### config.mk
export PLATFORM = sky130hd
export DESIGN_NAME = hazard_sequencer
export DESIGN_NICKNAME = d
export VERILOG_FILES = /design/src/rtl/hazard_sequencer.sv
export SDC_FILE = /design/constraint.sdc
export NUM_CORES = 1
export LEC_CHECK = 0
export BUFFER_PORTS_ARGS = -buffer_cell sky130_fd_sc_hd__buf_2
export CORE_ASPECT_RATIO = 1.25
export CORE_MARGIN = 4
export CORE_UTILIZATION = 45
export CTS_CLUSTER_SIZE = 10
export DETAILED_ROUTE_END_ITERATION = 10
export GPL_ROUTABILITY_DRIVEN = 1
export GPL_TIMING_DRIVEN = 0
export PLACE_DENSITY_LB_ADDON = 0.2
export SLEW_MARGIN = 40
export SYNTH_ARGS = -nofsm -noshare
export SYNTH_HDL_FRONTEND = slang
export SYNTH_SLANG_ARGS = --single-unit
### constraint.sdc
create_clock -name Clk -period 2.5 [get_ports Clk]
set_clock_uncertainty 0.15 [all_clocks]
set_input_delay 0.5 -clock Clk [delete_from_list [all_inputs] [get_ports Clk]]
set_output_delay 0.5 -clock Clk [all_outputs]
set_load 0.02 [all_outputs]
### src/rtl/hazard_sequencer.sv
// Hazard and stall sequencer for the 5-stage MIPS pipeline: load-use stalls,
// branch/jump flushes, multi-cycle mul freeze and a saturating stall counter.
module hazard_sequencer #(
  parameter int unsigned MUL_LATENCY = 4,
  parameter int unsigned CNT_W       = 32
) (
  input  logic             Clk,
  input  logic             Reset,
  input  logic [4:0]       ID_Rs,
  input  logic [4:0]       ID_Rt,
  input  logic             ID_Uses_Rs,
  input  logic             ID_Uses_Rt,
  input  logic             ID_Is_Mul,
  input  logic             ID_Jump,
  input  logic             EX_Mem_Read,
  input  logic [4:0]       EX_Rd,
  input  logic             EX_Branch_Taken,
  output logic             PC_Write,
  output logic             IF_ID_Write,
  output logic             ID_EX_Write,
  output logic             Control,
  output logic             IF_ID_Flush,
  output logic             EX_MEM_Bubble,
  output logic             Mul_Busy,
  output logic [CNT_W-1:0] Stall_Cycles
);

  localparam int unsigned MC_W = 4;
  localparam logic [MC_W-1:0] MUL_LOAD = MC_W'(MUL_LATENCY - 1);

  typedef enum logic {
    IDLE     = 1'b0,
    MUL_BUSY = 1'b1
  } state_t;

  state_t          state;
  state_t          state_nxt;
  logic [MC_W-1:0] mul_count;
  logic [MC_W-1:0] mul_count_nxt;
  logic            load_use;

  // A load in EX writing a register the ID instruction reads (r0 never hazards).
  assign load_use = EX_Mem_Read && (EX_Rd != 5'd0) &&
                    ((ID_Uses_Rs && (ID_Rs == EX_Rd)) ||
                     (ID_Uses_Rt && (ID_Rt == EX_Rd)));

  always_ff @(posedge Clk) begin
    if (Reset) begin
      state     <= IDLE;
      mul_count <= '0;
    end else begin
      state     <= state_nxt;
      mul_count <= mul_count_nxt;
    end
  end

  always_comb begin
    state_nxt     = state;
    mul_count_nxt = mul_count;
    PC_Write      = 1'b1;
    IF_ID_Write   = 1'b1;
    ID_EX_Write   = 1'b1;
    Control       = 1'b0;
    IF_ID_Flush   = 1'b0;
    EX_MEM_Bubble = 1'b0;
    Mul_Busy      = 1'b0;

    unique case (state)
      IDLE: begin
        if (EX_Branch_Taken) begin
          IF_ID_Flush = 1'b1;
          Control     = 1'b1;
        end else if (load_use) begin
          PC_Write    = 1'b0;
          IF_ID_Write = 1'b0;
          Control     = 1'b1;
        end else if (ID_Jump) begin
          IF_ID_Flush = 1'b1;
        end else if (ID_Is_Mul && (MUL_LATENCY > 1)) begin
          state_nxt     = MUL_BUSY;
          mul_count_nxt = MUL_LOAD;
        end
      end
      MUL_BUSY: begin
        PC_Write      = 1'b0;
        IF_ID_Write   = 1'b0;
        ID_EX_Write   = 1'b0;
        EX_MEM_Bubble = 1'b1;
        Mul_Busy      = 1'b1;
        // Count of 1 is the last frozen cycle; <=1 also recovers from a stray 0.
        if (mul_count <= MC_W'(1)) begin
          state_nxt     = IDLE;
          mul_count_nxt = '0;
        end else begin
          mul_count_nxt = mul_count - MC_W'(1);
        end
      end
      default: begin
        state_nxt     = IDLE;
        mul_count_nxt = '0;
      end
    endcase

    if (Reset) begin
      PC_Write      = 1'b0;
      IF_ID_Write   = 1'b0;
      ID_EX_Write   = 1'b0;
      Control       = 1'b1;
      IF_ID_Flush   = 1'b1;
      EX_MEM_Bubble = 1'b1;
      Mul_Busy      = 1'b0;
    end
  end

  // Saturating count of frozen-PC cycles.
  always_ff @(posedge Clk) begin
    if (Reset) begin
      Stall_Cycles <= '0;
    end else if (!PC_Write && (Stall_Cycles != {CNT_W{1'b1}})) begin
      Stall_Cycles <= Stall_Cycles + CNT_W'(1);
    end
  end

endmodule
==> results of run 1 <==
## metrics by stage
stage / util / setup WS [ns] / std cells / setup TNS, ns / power, mW
after floorplan: - / 0.00144 / 259 / 0 / 0.730
after global placement: 0.556 / -0.160 / 378 / -1.51 / 0.787
after detailed placement: 0.556 / -0.193 / 378 / -1.81 / 0.790
after CTS: 0.590 / 0.00574 / 388 / 0 / 1.22
after global routing: 0.597 / -0.0593 / 388 / -0.193 / 1.27
final: 0.597 / 0.0275 / 388 / 0 / 1.21
## metal layers
| layer | up-vias | track usage |
|---|---|---|
| met4 | 0 | 0.0568 |
| met3 | 7 | 0.0371 |
| met2 | 63 | 0.354 |
| met1 | 1045 | 0.227 |
| met5 | - | 0 |
| li1 | 1116 | - |
## sequential cells by signal, summed over array words and instances, names as in the netlist
name and cells:
state 1, Stall_Cycles 32, mul_count 4
## cells in the mapped netlist, drive strengths merged
cell type and instances:
o31ai 12, o21bai 1, nand2b 1, nand4b 1, ha 3, nor4b 1, o221ai 1, a31oi 2
nand3 14, xnor2 10, nor3 2, nand3b 1, nor4 3, xor2 4, o21ai 19, o31a 1
nand2 18, o22ai 1, or4 16, buf 6, mux2 1, or3 13, and4 3, o21ba 1
nand4 13, nor2b 1, and3 1, a211oi 2, mux2i 2, clkbuf 6, dfxtp 37, inv 9
nor2 19, or3b 2, a21oi 32
## placed cells by master (no fill, tap or decap), drive strengths merged, types with 13 or more instances in the layout
cell type | Yosys | routed
buf | 6 | 71
dfxtp | 37 | 37
a21oi | 32 | 32
nor2 | 19 | 19
o21ai | 19 | 19
nand2 | 18 | 18
or4 | 16 | 16
nand3 | 14 | 14
or3 | 13 | 13
nand4 | 13 | 13
## layout make-up
cell class / instances / share of cell area
inverter: 9 / 0.0127
clock buffer: 7 / 0.0324
timing repair buffer: 64 / 0.125
tap: 58 / 0.0272
buffer: 12 / 0.0319
multi-input combinational: 201 / 0.482
sequential: 37 / 0.288
## worst max-delay path by stage
stage | cells past startpoint | slack (ns) | to
finish | 8 | 0.03 | IF_ID_Flush
CTS | 7 | 0.006 | PC_Write
global placement | 8 | -0.16 | Stall_Cycles[26]
floorplan | 7 | 0.001 | Stall_Cycles[27]
detailed placement | 8 | -0.19 | Stall_Cycles[18]
global route | 8 | -0.06 | Stall_Cycles[18]
## power by group through the flow
stage                     combinational, mW  sequential, mW  clock, mW
after floorplan                       0.106           0.624          0
after global placement                0.166           0.620          0
after global routing                  0.199           0.604      0.466
after detailed placement              0.169           0.621          0
after CTS                             0.177           0.604      0.437
final                                 0.179           0.603      0.423
## what timing repair did
item | CTS | global route
buffers inserted | 3 | 0
resized for setup | 14 | 13
cloned | 0 | 0
pin swaps | 2 | 4
endpoints found under the setup margin | 11 | 27
endpoints found under the hold margin | 0 | 0
## worst min-delay path, cell delays in order (launching register included)
cell     delay (ns)
dfxtp_2        0.34
o31ai_1        0.06
a21oi_1        0.05
## logic make-up after synthesis
group                    after synthesis  synth area share
AND/OR/NAND/NOR                      109             0.299
AO/OA/AOI/OAI                         72             0.198
flip-flops                            37             0.354
buffers and inverters                 21            0.0561
XOR/XNOR                              14            0.0585
multiplexers                           3            0.0167
adder cells (fa/ha/maj)                3            0.0179
==> impl_metrics.env, run 1 <==
export IMPL_outcome="finished clean"
export IMPL_coreArea_um2=4460
export IMPL_ant_nets=0
export IMPL_area_delta_synth_final_pct=27.2
export IMPL_syn_avg_cell_area_um2=8.09
export IMPL_grt_max_degree=11
export IMPL_setup_viol=0
export IMPL_grtUsageTotal=0.194
export IMPL_vias=2231
export IMPL_diodes=0
export IMPL_nets=356
export IMPL_fin_crit_ns=2.47
export IMPL_drc=0
export IMPL_yosysTopAreaCellShare=0.354
export IMPL_synth_area_leaders="dfxtp_1 (35%), a21oi_1 (7.6%), or4_1 (5.0%)"
export IMPL_cts_made_buffers=5
export IMPL_startpoint_type="input pin"
export IMPL_seqCellArea_um2=768
export IMPL_crit_top_cell="nand2_1"
export IMPL_power_density_nw_per_um2=453
export IMPL_crit_chain="buf_2, or4_4, o21ai_4, inv_1, nand2_1, nand2_1, a21oi_1, buf_4"
export IMPL_multi_input_area_um2=1280
export IMPL_critPathArrivalTime_ns=1.82
export IMPL_die_area_um2=5820
export IMPL_cts_root_buffer="clkbuf_8"
export IMPL_wl_met3_um=278
export IMPL_rsz0062_at_grt="yes"
export IMPL_max_freq_mhz=404
export IMPL_wirelength_mm=5.62
export IMPL_vias_per_cell=5.75
export IMPL_grt_pass1_vias=2098
export IMPL_p_int_mw=0.888
export IMPL_hpwl_mm=4.30
export IMPL_peakVddDrop_v=0.000263
export IMPL_clock_path_buffers=2
export IMPL_min_path_cells=2
export IMPL_syn_inst=259
export IMPL_routed_top_layer="met4"
export IMPL_dieHeight_um=84.3
export IMPL_clock_latency_ns=0.29
export IMPL_synth_warnings=0
export IMPL_ctsHoldBuffers=0
export IMPL_place_gp_congestion=0.830
export IMPL_finalCritPeriodShare=0.989
export IMPL_ys_ff_latch=37
export IMPL_worstMarginPinSlew_ns=0.559
export IMPL_syn_num_nets=285
export IMPL_avgRoutedWirePerCell_um=14.5
export IMPL_grt_pass1_wl_mm=9.45
export IMPL_place_area_um2=2480
export IMPL_initial_core_util=0.470
export IMPL_h_tree_depth=2
export IMPL_power_frac_comb=0.149
export IMPL_critical_path_slowest_cell="or4_4"
export IMPL_rows=27
export IMPL_slew_headroom=0.623
export IMPL_cp_top_family="simple AND/OR/NAND/NOR gates"
export IMPL_hold_viol=0
export IMPL_sw_frac_of_total=0.263
export IMPL_yosysTopAreaCell="dfxtp_1"
export IMPL_r2r_slack_ns=0.11
export IMPL_p_clk_frac=0.351
export IMPL_dr_pass1_iters=4
export IMPL_syn_area_um2=2090
export IMPL_hp_class="flip-flop to flip-flop"
export IMPL_whs_ns=0.338
export IMPL_cap_violations=0
export IMPL_port_buffers=61
export IMPL_power_switching_mw=0.318
export IMPL_drive_gt1_frac=0.312
export IMPL_clk_pin_slew_ns=0.07
export IMPL_fin_area_um2=2660
export IMPL_min_from="Stall_Cycles[13]"
export IMPL_leakage_nw=0.987
export IMPL_cp_startpoint="EX_Rd[1]"
export IMPL_pwr_share_seq=0.500
export IMPL_wl_met1_mm=2.41
export IMPL_required_ns=1.85
export IMPL_io_pins=62
export IMPL_dr_first_iter_drc_count=68
export IMPL_timing_rr_start="Stall_Cycles[11]"
export IMPL_ff2ff_path_depth=8
export IMPL_clkSinkCount=37
export IMPL_drv_slew=0
export IMPL_wl_met2_mm=2.85
export IMPL_grt_overflow=0
export IMPL_nFillCells=456
export IMPL_cts_tree="done"
export IMPL_end_kind="output port"
export IMPL_ys_seq_area_frac=0.354
export IMPL_crit_type="input pin to output port"
export IMPL_cp_max_fo=3
export IMPL_reg2reg_to="Stall_Cycles[1]"
export IMPL_crit_path_max_incr_delay_ns=0.55
export IMPL_path_buf_inv=3
export IMPL_die_x_um=69.0
export IMPL_synthDistinctLibCells=42
export IMPL_antenna_found_initial=0
export IMPL_min_to="Stall_Cycles[13]"
No activity file was read; power rests on OpenSTA's default activity.
==> run 2: changes to the inputs <==
==> constraint.sdc (replaced) <==
create_clock -name Clk -period 2.5 [get_ports Clk]
set_clock_uncertainty 0.15 [all_clocks]
set_input_delay 0.125 -clock Clk [delete_from_list [all_inputs] [get_ports Clk]]
set_output_delay 0.125 -clock Clk [all_outputs]
set_load 0.02 [all_outputs]
==> impl_metrics.env, run 2 (synthesized netlist as in run 1, its figures left out) <==
export IMPL_grt_overflow=0
export IMPL_path_buf_inv=2
export IMPL_avgRoutedWirePerCell_um=14.4
export IMPL_grtUsageTotal=0.188
export IMPL_dr_pass1_iters=4
export IMPL_ctsHoldBuffers=0
export IMPL_power_density_nw_per_um2=466
export IMPL_grt_pass1_wl_mm=9.34
export IMPL_place_ws_ns=-0.0858
export IMPL_r2r_slack_ns=0.04
export IMPL_power_total_mw=1.25
export IMPL_grt_max_degree=12
export IMPL_clock_path_buffers=2
export IMPL_rsz0062_at_grt="yes"
export IMPL_area_delta_synth_final_pct=27.8
export IMPL_cp_top_family="simple AND/OR/NAND/NOR gates"
export IMPL_ff2ff_path_depth=8
export IMPL_dp_cells=378
export IMPL_slew_headroom=0.637
export IMPL_clock_latency_ns=0.29
export IMPL_ant_nets=0
export IMPL_initial_core_util=0.470
export IMPL_wirelength_mm=5.60
export IMPL_die_x_um=69.0
export IMPL_drv_slew=0
export IMPL_endpoint="Stall_Cycles[1]"
export IMPL_fin_crit_ns=2.46
export IMPL_cts_tree="done"
export IMPL_cp_startpoint="Stall_Cycles[8]"
export IMPL_largest_register_ffs=32
export IMPL_clkSinkCount=37
export IMPL_cap_violations=0
export IMPL_cts_root_buffer="clkbuf_8"
export IMPL_sw_frac_of_total=0.264
export IMPL_final_cell_mix="buf_2 (62), a21oi_1 (32), dfxtp_1 (24), nor2_1 (18), nand2_1 (18)"
export IMPL_required_ns=2.50
export IMPL_final_common_cell="buf_2"
export IMPL_port_buffers=61
export IMPL_dieHeight_um=84.3
export IMPL_vias_per_cell=5.77
export IMPL_p_clk_frac=0.373
export IMPL_regMostFlops="Stall_Cycles"
export IMPL_crit_type="flip-flop to flip-flop"
export IMPL_place_gp_congestion=0.797
export IMPL_pwr_share_seq=0.484
export IMPL_crit_top_cell="or4_4"
export IMPL_power_switching_mw=0.330
export IMPL_reg_top3="Stall_Cycles: 32 flops, mul_count: 4 flops, state: 1 flops"
export IMPL_startpoint_type="flip-flop"
export IMPL_whs_ns=0.0745
export IMPL_diodes=0
export IMPL_coreArea_um2=4460
export IMPL_hpwl_mm=4.23
export IMPL_cts_made_buffers=5
export IMPL_end_kind="flip-flop"
export IMPL_cp_max_fo=10
export IMPL_peakVddDrop_v=0.000300
export IMPL_crit_path_max_incr_delay_ns=0.59
export IMPL_drc=0
export IMPL_stdcell_count=390
export IMPL_dr_first_iter_drc_count=108
export IMPL_crit_chain="nand4_4, or4_4, or4_4, nand3_4, buf_6, buf_8, mux2i_1, nor2_1"
export IMPL_setup_viol=0
export IMPL_worstMarginPinSlew_ns=0.539
export IMPL_hold_viol=0
export IMPL_clk_pin_slew_ns=0.08
export IMPL_die_area_um2=5820
export IMPL_setup_tns_ns=0
export IMPL_hp_class="input pin to flip-flop"
export IMPL_fin_area_um2=2680
export IMPL_p_int_mw=0.919
export IMPL_critPathArrivalTime_ns=2.47
export IMPL_timing_rr_start="Stall_Cycles[8]"
export IMPL_grt_pass1_vias=2131
export IMPL_outcome="finished clean"
export IMPL_vias=2252
export IMPL_rows=27
export IMPL_nets=357
export IMPL_min_path_cells=4
export IMPL_h_tree_depth=2
export IMPL_fin_ws_ns=0.0385
export IMPL_antenna_found_initial=0
export IMPL_reg2reg_to="Stall_Cycles[1]"
export IMPL_io_pins=62
export IMPL_post_route_util=0.600
export IMPL_max_freq_mhz=406
export IMPL_leakage_nw=0.998
export IMPL_place_area_um2=2480
export IMPL_cp_num_cells=8
export IMPL_finalCritPeriodShare=0.985
export IMPL_power_frac_comb=0.143
export IMPL_drive_gt1_frac=0.310
export IMPL_critical_path_slowest_cell="or4_4"
## run 2: cell count changes in the layout (fill, tap and decap cells not counted), sizes merged
| cell | delta |
|---|---|
| clkinv | +1 |
| buf | +1 |
## run 2: worst min-delay path by stage
stage,startpoint,to,slack [ns]
after floorplan,Reset,Mul_Busy,0.20
after global placement,Stall_Cycles[8],Stall_Cycles[8],0.33
after detailed placement,Stall_Cycles[8],Stall_Cycles[8],0.34
after CTS,Reset,mul_count[1],0.08
after global routing,Reset,mul_count[1],0.12
final,Reset,mul_count[1],0.07
## run 2: repair_timing
action	CTS	global route
gates resized for setup	8	18
setup endpoints to repair	9	23
gates cloned	0	0
hold endpoints to repair	0	0
setup buffers	2	2
pin swaps	0	3
## run 2: power by group through the flow
stage                     combinational [mW]  sequential, mW  clock, mW
after global routing                   0.197           0.605      0.492
after detailed placement               0.170           0.620          0
after CTS                              0.175           0.607      0.470
after floorplan                        0.105           0.624          0
after global placement                 0.166           0.620          0
final                                  0.179           0.604      0.466
## run 2: cell type report
| class | count | area (um^2) |
|---|---|---|
| inverters | 9 | 33.8 |
| well taps | 58 | 72.6 |
| multi-input cells | 201 | 1270 |
| clock inverters | 1 | 5.00 |
| fillers | 449 | 1780 |
| plain buffers | 12 | 91.3 |
| flip-flops and latches | 37 | 769 |
| repair buffers | 65 | 335 |
| clock buffers | 7 | 96.3 |
## run 2: worst reg2reg max path: stages (launching register included)
cell     delay [ns]
dfxtp_4        0.38
nand4_4        0.12
or4_4          0.59
or4_4          0.47
nand3_4        0.11
buf_6          0.13
buf_8          0.13
mux2i_1        0.19
nor2_1         0.06
## run 2: per-layer routing
layer  GRT usage  share of wire  routed length (um)  up-vias
met5           0              0                   0        -
met2       0.346           0.51                2880       80
li1            -              -                   -     1121
met4      0.0604          0.011                  62        0
met3      0.0335          0.059                 329        5
met1       0.217           0.42                2330     1046
